==> config.mk <==
export PLATFORM = sky130hd
export DESIGN_NAME = sysctl_icap_seq
export DESIGN_NICKNAME = d
export VERILOG_FILES = /design/src/rtl/sysctl_icap_seq_pkg.sv /design/src/rtl/sysctl_icap_seq_iprog_rom.sv /design/src/rtl/sysctl_icap_seq.sv
export SDC_FILE = /design/constraint.sdc
export NUM_CORES = 1
export LEC_CHECK = 0
export ABC_AREA = 1
export CAP_MARGIN = 20
export CORE_MARGIN = 1
export CORE_UTILIZATION = 34
export DETAILED_ROUTE_END_ITERATION = 8
export GPL_TIMING_DRIVEN = 0
export PLACE_DENSITY_LB_ADDON = 0.25
export SYNTH_ARGS = -nofsm -noshare
export SYNTH_HDL_FRONTEND = slang
export SYNTH_SLANG_ARGS = --single-unit
==> constraint.sdc <==
create_clock -name sys_clk -period 2.5 [get_ports sys_clk]
set_clock_uncertainty 0.2 [all_clocks]
set_input_delay 0.375 -clock sys_clk [delete_from_list [all_inputs] [get_ports sys_clk]]
set_output_delay 0.375 -clock sys_clk [all_outputs]
set_load 0.005 [all_outputs]
==> src/rtl/sysctl_icap_seq_pkg.sv <==
`default_nettype none
// ============================================================================
// Module  : sysctl_icap_seq_pkg
// Brief   : ICAP command words and sequencer state types.
// Revision: 1.0
// ============================================================================
package sysctl_icap_seq_pkg;

    localparam logic [15:0] C_DUMMY     = 16'hFFFF;
    localparam logic [15:0] C_SYNC0     = 16'hAA99;
    localparam logic [15:0] C_SYNC1     = 16'h5566;
    localparam logic [15:0] C_WR_GEN1   = 16'h3261;
    localparam logic [15:0] C_WR_GEN2   = 16'h3281;
    localparam logic [15:0] C_WR_CMD    = 16'h30A1;
    localparam logic [15:0] C_CMD_IPROG = 16'h000E;
    localparam logic [15:0] C_NOOP      = 16'h2000;

    localparam logic [3:0]  C_LAST_IDX  = 4'd9;

    typedef enum logic [1:0] {
        S_IDLE  = 2'd0,
        S_ISSUE = 2'd1,
        S_HOLD  = 2'd2,
        S_WAIT  = 2'd3
    } state_t;

    typedef enum logic {
        M_SEQ = 1'b0,
        M_RAW = 1'b1
    } mode_t;

endpackage
`default_nettype wire

==> src/rtl/sysctl_icap_seq_iprog_rom.sv <==
`default_nettype none
// ============================================================================
// Module  : sysctl_iprog_rom
// Brief   : Combinational IPROG command stream table (word index -> word).
// Revision: 1.0
// ============================================================================
module sysctl_iprog_rom
    import sysctl_icap_seq_pkg::*;
(
    input  logic [3:0]  i_idx,
    input  logic [23:0] i_addr,
    input  logic [7:0]  i_opcode,
    output logic [15:0] o_word
);

    always_comb begin
        o_word = C_DUMMY;
        case (i_idx)
            4'd0:    o_word = C_DUMMY;
            4'd1:    o_word = C_SYNC0;
            4'd2:    o_word = C_SYNC1;
            4'd3:    o_word = C_WR_GEN1;
            4'd4:    o_word = i_addr[15:0];
            4'd5:    o_word = C_WR_GEN2;
            4'd6:    o_word = {i_opcode, i_addr[23:16]};
            4'd7:    o_word = C_WR_CMD;
            4'd8:    o_word = C_CMD_IPROG;
            4'd9:    o_word = C_NOOP;
            default: o_word = C_DUMMY;
        endcase
    end

endmodule
`default_nettype wire

==> src/rtl/sysctl_icap_seq.sv <==
`default_nettype none
// ============================================================================
// Module  : sysctl_icap_seq
// Brief   : IPROG reboot sequencer / raw-write arbiter for the ICAP word port.
// Revision: 1.0
// ============================================================================
module sysctl_icap_seq
    import sysctl_icap_seq_pkg::*;
#(
    parameter logic [7:0]  SPI_OPCODE = 8'h03,
    parameter int unsigned TIMEOUT    = 64
) (
    input  logic        sys_clk,
    input  logic        sys_rst_n,
    input  logic        reboot,
    input  logic [23:0] boot_addr,
    input  logic        raw_we,
    input  logic [15:0] raw_d,
    input  logic        raw_ce,
    input  logic        raw_write,
    output logic        busy,
    output logic        timeout,
    input  logic        icap_ready,
    output logic        icap_we,
    output logic [15:0] icap_d,
    output logic        icap_ce,
    output logic        icap_write
);

    localparam int unsigned       WDOG_W     = $clog2(TIMEOUT);
    localparam logic [WDOG_W-1:0] C_WDOG_MAX = WDOG_W'(TIMEOUT - 1);

    state_t            r_state;
    mode_t             r_mode;
    logic [3:0]        r_idx;
    logic [23:0]       r_addr;
    logic [WDOG_W-1:0] r_wdog;
    logic              r_timeout;
    logic [15:0]       r_d;
    logic              r_ce;
    logic              r_write;

    logic [3:0]        w_rom_idx;
    logic [23:0]       w_rom_addr;
    logic [15:0]       w_rom_word;

    // ROM is addressed with the index of the word about to be loaded.
    assign w_rom_idx  = (r_state == S_WAIT) ? (r_idx + 4'd1) : 4'd0;
    assign w_rom_addr = (r_state == S_IDLE) ? boot_addr : r_addr;

    sysctl_iprog_rom u_rom (
        .i_idx    (w_rom_idx),
        .i_addr   (w_rom_addr),
        .i_opcode (SPI_OPCODE),
        .o_word   (w_rom_word)
    );

    assign icap_we    = (r_state == S_ISSUE) && icap_ready;
    assign busy       = (r_state != S_IDLE);
    assign timeout    = r_timeout;
    assign icap_d     = r_d;
    assign icap_ce    = r_ce;
    assign icap_write = r_write;

    always_ff @(posedge sys_clk or negedge sys_rst_n) begin
        if (!sys_rst_n) begin
            r_state   <= S_IDLE;
            r_mode    <= M_SEQ;
            r_idx     <= 4'd0;
            r_addr    <= 24'd0;
            r_wdog    <= '0;
            r_timeout <= 1'b0;
            r_d       <= 16'hFFFF;
            r_ce      <= 1'b1;
            r_write   <= 1'b1;
        end else begin
            case (r_state)
                S_IDLE: begin
                    if (reboot) begin
                        r_addr    <= boot_addr;
                        r_mode    <= M_SEQ;
                        r_idx     <= 4'd0;
                        r_timeout <= 1'b0;
                        r_d       <= w_rom_word;
                        r_ce      <= 1'b0;
                        r_write   <= 1'b0;
                        r_state   <= S_ISSUE;
                    end else if (raw_we) begin
                        r_mode    <= M_RAW;
                        r_d       <= raw_d;
                        r_ce      <= raw_ce;
                        r_write   <= raw_write;
                        r_state   <= S_ISSUE;
                    end
                end
                S_ISSUE: begin
                    if (icap_ready) begin
                        r_state <= S_HOLD;
                    end
                end
                // Port lowers ready one cycle after we; skip that cycle.
                S_HOLD: begin
                    r_wdog  <= '0;
                    r_state <= S_WAIT;
                end
                S_WAIT: begin
                    if (icap_ready) begin
                        if ((r_mode == M_SEQ) && (r_idx < C_LAST_IDX)) begin
                            r_idx   <= r_idx + 4'd1;
                            r_d     <= w_rom_word;
                            r_state <= S_ISSUE;
                        end else begin
                            r_ce    <= 1'b1;
                            r_write <= 1'b1;
                            r_state <= S_IDLE;
                        end
                    end else if (r_wdog == C_WDOG_MAX) begin
                        r_timeout <= 1'b1;
                        r_ce      <= 1'b1;
                        r_write   <= 1'b1;
                        r_state   <= S_IDLE;
                    end else begin
                        r_wdog <= r_wdog + 1'b1;
                    end
                end
                default: r_state <= S_IDLE;
            endcase
        end
    end

endmodule
`default_nettype wire

Yosys cells after proc, flatten, opt, wreduce, memory -nomap -nowiden
Cells that the tools add are included. Widths: inputs -> output; s select.

Magnitude comparators: 1. Equality and inequality tests: 23. Reduce and logical (&&, ||, !) cells: 15. Mux-type cells: 36. Bitwise logic cells: 1. $add $sub $neg: 2.

Operators with widths (number): $pmux 16 s9 (1); $mux 16 (4); $pmux 16 s2 (1); $mux 24 (1); $eq 4x3->1 const B (4); $mux 4 (4); $reduce_and 4->1 (4); $mux 1 (12); $mux 6 (2); $pmux 6 s2 (1); $mux 2 (5); $ne 2x2->1 const B (5); $eq 4x2->1 const B (2); $eq 4x4->1 const B (2); $pmux 2 s4 (1); $pmux 4 s2 (1); $reduce_bool 2->1 (4); $add 6x1->6 const B (1); $eq 6x6->1 const B (1); $ne 3x3->1 const B (2); $pmux 1 s2 (3); $reduce_and 3->1 (2); $add 4x1->4 const B (1); $eq 2x2->1 const B (2); other kinds (9) (12).

Input bits: 47. Register bits after elaboration: 56.

Depth between registers and ports, before layout
Depth after elaboration: 7. Depth in mapped cells: 13.

Modules after synthesis
A second synthesis with hierarchy kept.

Cells, all modules: 534. Area, all modules: 3653.5 um^2.

By module, submodules not included: sysctl_icap_seq (area each 3066.7 um^2, cells each 427, times used 1, seq. area each 1423.9 um^2); sysctl_iprog_rom (area each 586.8 um^2, cells each 107, times used 1, seq. area each 0.0 um^2).

Worst setup path before layout
No wires, ideal clock.

Kind: reg-to-reg. Start: register r_idx[0]. End: register r_d[12], in the netlist icap_d[12]. Data arrival time: 1.807 ns. Clock period less this slack: 2.083 ns. Path buffers: 1. Path slack: 0.417 ns. Library setup time: 0.076 ns. Stages on the path, launching flop included: 14. Path through: dfrtp_1 > inv_1 > ha_1 > nand2_4 > inv_1 > nor2_2 > nand4_1 > nand2_2 > nor2_4 > nand2_4 > buf_8 > nand2_2 > nand2_1 > nand2_1.

Longest elaborated chain between the ends: 7. Elaborated cells between the ends (all ways): 20. Those cells by class: add/sub: 1; order compare: 1; eq/ne: 10; mux: 6; reduce/logical: 2.

RTL lines: start, declared (RTL line sysctl_icap_seq.sv:35) `logic [3:0] r_idx;`; start signal, assigned (RTL line sysctl_icap_seq.sv:109) `r_idx <= r_idx + 4'd1;`; $add 4x1->4 (RTL line sysctl_icap_seq.sv:48) `assign w_rom_idx = (r_state == S_WAIT) ? (r_idx + 4'd1) : 4'd0;`; $mux 4 (RTL line sysctl_icap_seq.sv:48); $eq 4x4->1, or another cell as far along (RTL line sysctl_icap_seq_iprog_rom.sv:18) `case (i_idx)`; $pmux 16 s9 (RTL line sysctl_icap_seq_iprog_rom.sv:18); $mux 16 (RTL line sysctl_icap_seq.sv:108) `if ((r_mode == M_SEQ) && (r_idx < C_LAST_IDX)) begin`; $mux 16 (RTL line sysctl_icap_seq.sv:107) `if (icap_ready) begin`; $pmux 16 s2 (RTL line sysctl_icap_seq.sv:77) `case (r_state)`; end signal, assigned (RTL line sysctl_icap_seq.sv:84) `r_d <= w_rom_word;`; end signal, assigned (RTL line sysctl_icap_seq.sv:90) `r_d <= raw_d;`; end signal, assigned (RTL line sysctl_icap_seq.sv:110) `r_d <= w_rom_word;`; end, declared (RTL line sysctl_icap_seq.sv:39) `logic [15:0] r_d;`.

Several ways; a longest one is shown, not always the timed one. The select of a mux whose other input is x is not followed. A chain may end at the register's enable or synchronous reset.

Worst setup path after layout
Start: register r_state[1]. End: register r_d[6], in the netlist icap_d[6].

Longest elaborated chain between the ends: 7. Elaborated cells between the ends (all ways): 23. Those cells by class: eq/ne: 13; mux: 7; reduce/logical: 3.

RTL lines: start, declared (RTL line sysctl_icap_seq.sv:33) `state_t r_state;`; start signal, assigned (RTL line sysctl_icap_seq.sv:67) `r_state <= S_IDLE;`; start signal, assigned (RTL line sysctl_icap_seq.sv:87) `r_state <= S_ISSUE;`; start signal, assigned (RTL line sysctl_icap_seq.sv:93) `r_state <= S_ISSUE;`; $eq 2x2->1 (RTL line sysctl_icap_seq.sv:48, sysctl_icap_seq.sv:77); $mux 4 (RTL line sysctl_icap_seq.sv:48); $eq 4x4->1, or another cell as far along (RTL line sysctl_icap_seq_iprog_rom.sv:18); $pmux 16 s9 (RTL line sysctl_icap_seq_iprog_rom.sv:18); $mux 16 (RTL line sysctl_icap_seq.sv:108); $mux 16 (RTL line sysctl_icap_seq.sv:107); $pmux 16 s2 (RTL line sysctl_icap_seq.sv:77).

Several ways; a longest one is shown, not always the timed one. The select of a mux whose other input is x is not followed.

==> flow_summary.ini <==
[pwr]
power_density_nw_per_um2 = 1101
vdd_ir_drop_max_v = 0.0004134
leakage_nw = 2.118

[clock_network]
cts_root_buf = clkbuf_8
cts_tree = yes
clockBufferDepth = 2
clk_pin_slew_worst_paths_ns = 0.10
numCtsBuffers = 5
cts_num_sinks = 56
clock_latency_ns = 0.31
htreeDepth = 2

[setup_path]
crit_path_start_kind = flip-flop
critPathArrivalTime_ns = 2.44
crit_end = icap_d[6]$_DFFE_PN1P_
end_kind = flip-flop
crit_path_start = r_state[1]$_DFFE_PN0P_
path_cells = buf_4 -> ha_1 -> buf_6 -> nand2_4 -> inv_1 -> nor2_2 -> nand4_1 -> nand2_2 -> nor2_4 -> nand2_4 -> buf_8 -> nand2_2 -> nand2_1 -> nand2_1
worst_r2r_path_depth = 14
worst_path_largest_cell_delay_ns = 0.39
crit_buf_inv = 4
r2r_end = icap_d[6]$_DFFE_PN1P_
cp_num_cells = 14
cp_max_fo = 10
cp_top_family = simple AND/OR/NAND/NOR gates
crit_slowest_cell = dfrtp_1
cp.required_ns = 2.55
critPathKind = flip-flop to flip-flop
rrSetupSlack_ns = 0.11
r2r-start = r_state[1]$_DFFE_PN0P_

[cells_and_area]
nets = 577
drive_above_1_share_pct = 18.13
fill_cells = 972
n_antenna_cell = 0
synthToLayoutAreaGrowth_pct = 29.25

[synthesis]
yosysSeqAreaShare_pct = 41.50
synth_seq_cells = 56
async_flop_share_pct = 100.0
synth_top_area_share_pct = 27.72
syn-cell-area_um2 = 3431
synthesis.nets = 497
syn_inst = 443
synth-main-ff-cell = dfrtp_1
syn_area_per_cell_um2 = 7.744
synth_cell_types = 32
yosysTopAreaCell = dfrtp_1
synth_edf_count = 0
yosysWarningCount = 0
synth_area_leaders = dfrtp_1, nand2_1, dfstp_2, mux2_2, nor2_1

[timing]
fin_crit_ns = 2.392
slew_headroom_pct = 44.73
finalCritPeriodShare_pct = 95.68
finalHoldViolCount = 0
max_freq_mhz = 418.1
rsz0062_at_grt = false
slew_violations = 0
setup_viol = 0
tns_ns = 0
hold_ws_ns = 0.2732
tightest_slew_ns = 0.8290

[grt]
grt_usage_pct = 17.67
met3_usage_pct = 3.078
grt_pass1_vias = 3040
overflow = 0
grt_pass1_wl_um = 14430
antenna_found_initial = 0
use_met2_pct = 30.21
met1_usage_pct = 22.74
grt_max_degree = 35
gr-max-usage-layer = met2

[placement]
place.gp.congestion = 0.8839
place_hpwl_um = 6631
io_buffers = 67

[floorplanning]
dieArea_um2 = 10500
io_pins = 68
die_x_um = 102.5
coreArea_um2 = 9774
start_util_pct = 35.10
rows = 36
dieHeight_um = 102.5

[worst_hold_path]
hold_path_class = flip-flop to flip-flop
hold_depth = 2

[detailed_routing]
drtAntennaViolNets = 0
vias = 3134
drt-total-wl_um = 8514
post_drt_wl_per_cell_um = 12.96
drt-initial-drc-count = 135
viasPerCell = 4.770
dr.pass1.iters = 4
post-route-drc-count = 0

[status]
status = finished clean

[job]
drv_cap = 0
==> report_power, final <==
part	leakage [nW]	switching [mW]	total, mW	internal, mW
registers	0.660	0.222	1.66	1.43
clock network	0.0445	0.313	0.539	0.227
logic	1.41	1.48	2.69	1.20
==> cells in the final DEF (no fill, tap or decap), drive strengths merged <==
master           n
nand2          154
clkbuf          12
ha               7
nand3           23
xnor2            1
xor2             1
dfstp           18
nor2            68
o21ai           30
mux2            21
dlygate4sd3      1
clkinvlp         1
a22o             1
inv             33
a21oi            7
clkdlybuf4s50   66
nand4           18
buf             18
dfrtp           38
mux2i            5
o21a             1
==> registers in the layout (all words and copies together) (netlist names) <==
signal	flops
r_wdog	6
r_addr	24
r_mode	1
icap_d	16
timeout	1
r_idx	4
r_state	2
icap_write	1
icap_ce	1
==> Yosys cell counts (all sizes together), types with 5 or more instances <==
cell type  number
dfstp          18
nor2           68
mux2           21
clkbuf          5
mux2i           5
dfrtp          38
inv            33
nand2         154
o21ai          30
buf            12
a21oi           7
nand4          18
ha              7
nand3          23
==> worst reg2reg max path: stages, from the launching register on <==
cell and delay, ns:
dfrtp_1 0.39, buf_4 0.15, ha_1 0.20, buf_6 0.16, nand2_4 0.09, inv_1 0.08
nor2_2 0.21, nand4_1 0.25, nand2_2 0.15, nor2_4 0.04, nand2_4 0.08, buf_8 0.15
nand2_2 0.05, nand2_1 0.06, nand2_1 0.05
==> per-layer routing <==
| layer | part of all wire, % | vias up | wire length [um] |
|---|---|---|---|
| li1 | - | 1584 | - |
| met1 | 46 | 1487 | 3956 |
| met2 | 49 | 51 | 4154 |
| met3 | 2.9 | 12 | 251 |
| met4 | 1.8 | 0 | 152 |
| met5 | 0 | - | 0 |
==> cell families after synthesis <==
logic type | Yosys count | share of synthesized area, %
buffers and inverters | 50 | 6.601
xor gates and xnor gates | 2 | 0.5107
muxes | 26 | 8.352
DFF | 56 | 41.50
AOI/OAI and AO/OA | 39 | 5.872
and+or+nand+nor | 263 | 34.61
adders and majority gates | 7 | 2.553
==> how the worst min path moves through the flow <==
stage / to / startpoint / slack [ns]
after CTS: icap_d[6]$_DFFE_PN1P_ / icap_d[6]$_DFFE_PN1P_ / 0.28
after detailed placement: icap_d[0]$_DFFE_PN1P_ / icap_d[0]$_DFFE_PN1P_ / 0.26
final: icap_d[12]$_DFFE_PN1P_ / icap_d[12]$_DFFE_PN1P_ / 0.27
after global placement: icap_d[6]$_DFFE_PN1P_ / icap_d[6]$_DFFE_PN1P_ / 0.26
after floorplan: r_addr[0]$_DFFE_PN0P_ / sys_rst_n / -0.12
after global routing: icap_d[8]$_DFFE_PN1P_ / icap_d[8]$_DFFE_PN1P_ / 0.29
==> stage by stage <==
step / cell area (um^2) / power (mW) / worst slack (ns) / cells / utilization [%]
after floorplan: 3431 / 3.382 / 0.4170 / 443 / -
after global placement: 4268 / 4.251 / -0.9871 / 643 / 43.66
after detailed placement: 4290 / 4.310 / 0.001683 / 644 / 43.89
after CTS: 4420 / 4.908 / 0.02453 / 656 / 45.23
after global routing: 4434 / 5.356 / 0.001915 / 657 / 45.37
final: 4434 / 4.880 / 0.1081 / 657 / 45.37
==> what timing repair did <==
item                                    CTS  global route
resized for setup                         2             6
endpoints found under the setup margin    1            17
endpoints found under the hold margin    18             0
hold buffers                              1             0
buffers inserted                          3             1
==> layout make-up <==
cell class	instances	area, um^2	share of cell area [%]
multi-input combinational	337	1783	40.21
sequential	56	1425	32.14
timing repair buffer	73	733.2	16.53
tap	133	166.4	3.753
inverter	33	126.4	2.850
buffer	17	106.4	2.398
clock buffer	7	86.33	1.947
clock inverter	1	7.507	0.1693
(Power assumes the default switching activity.)
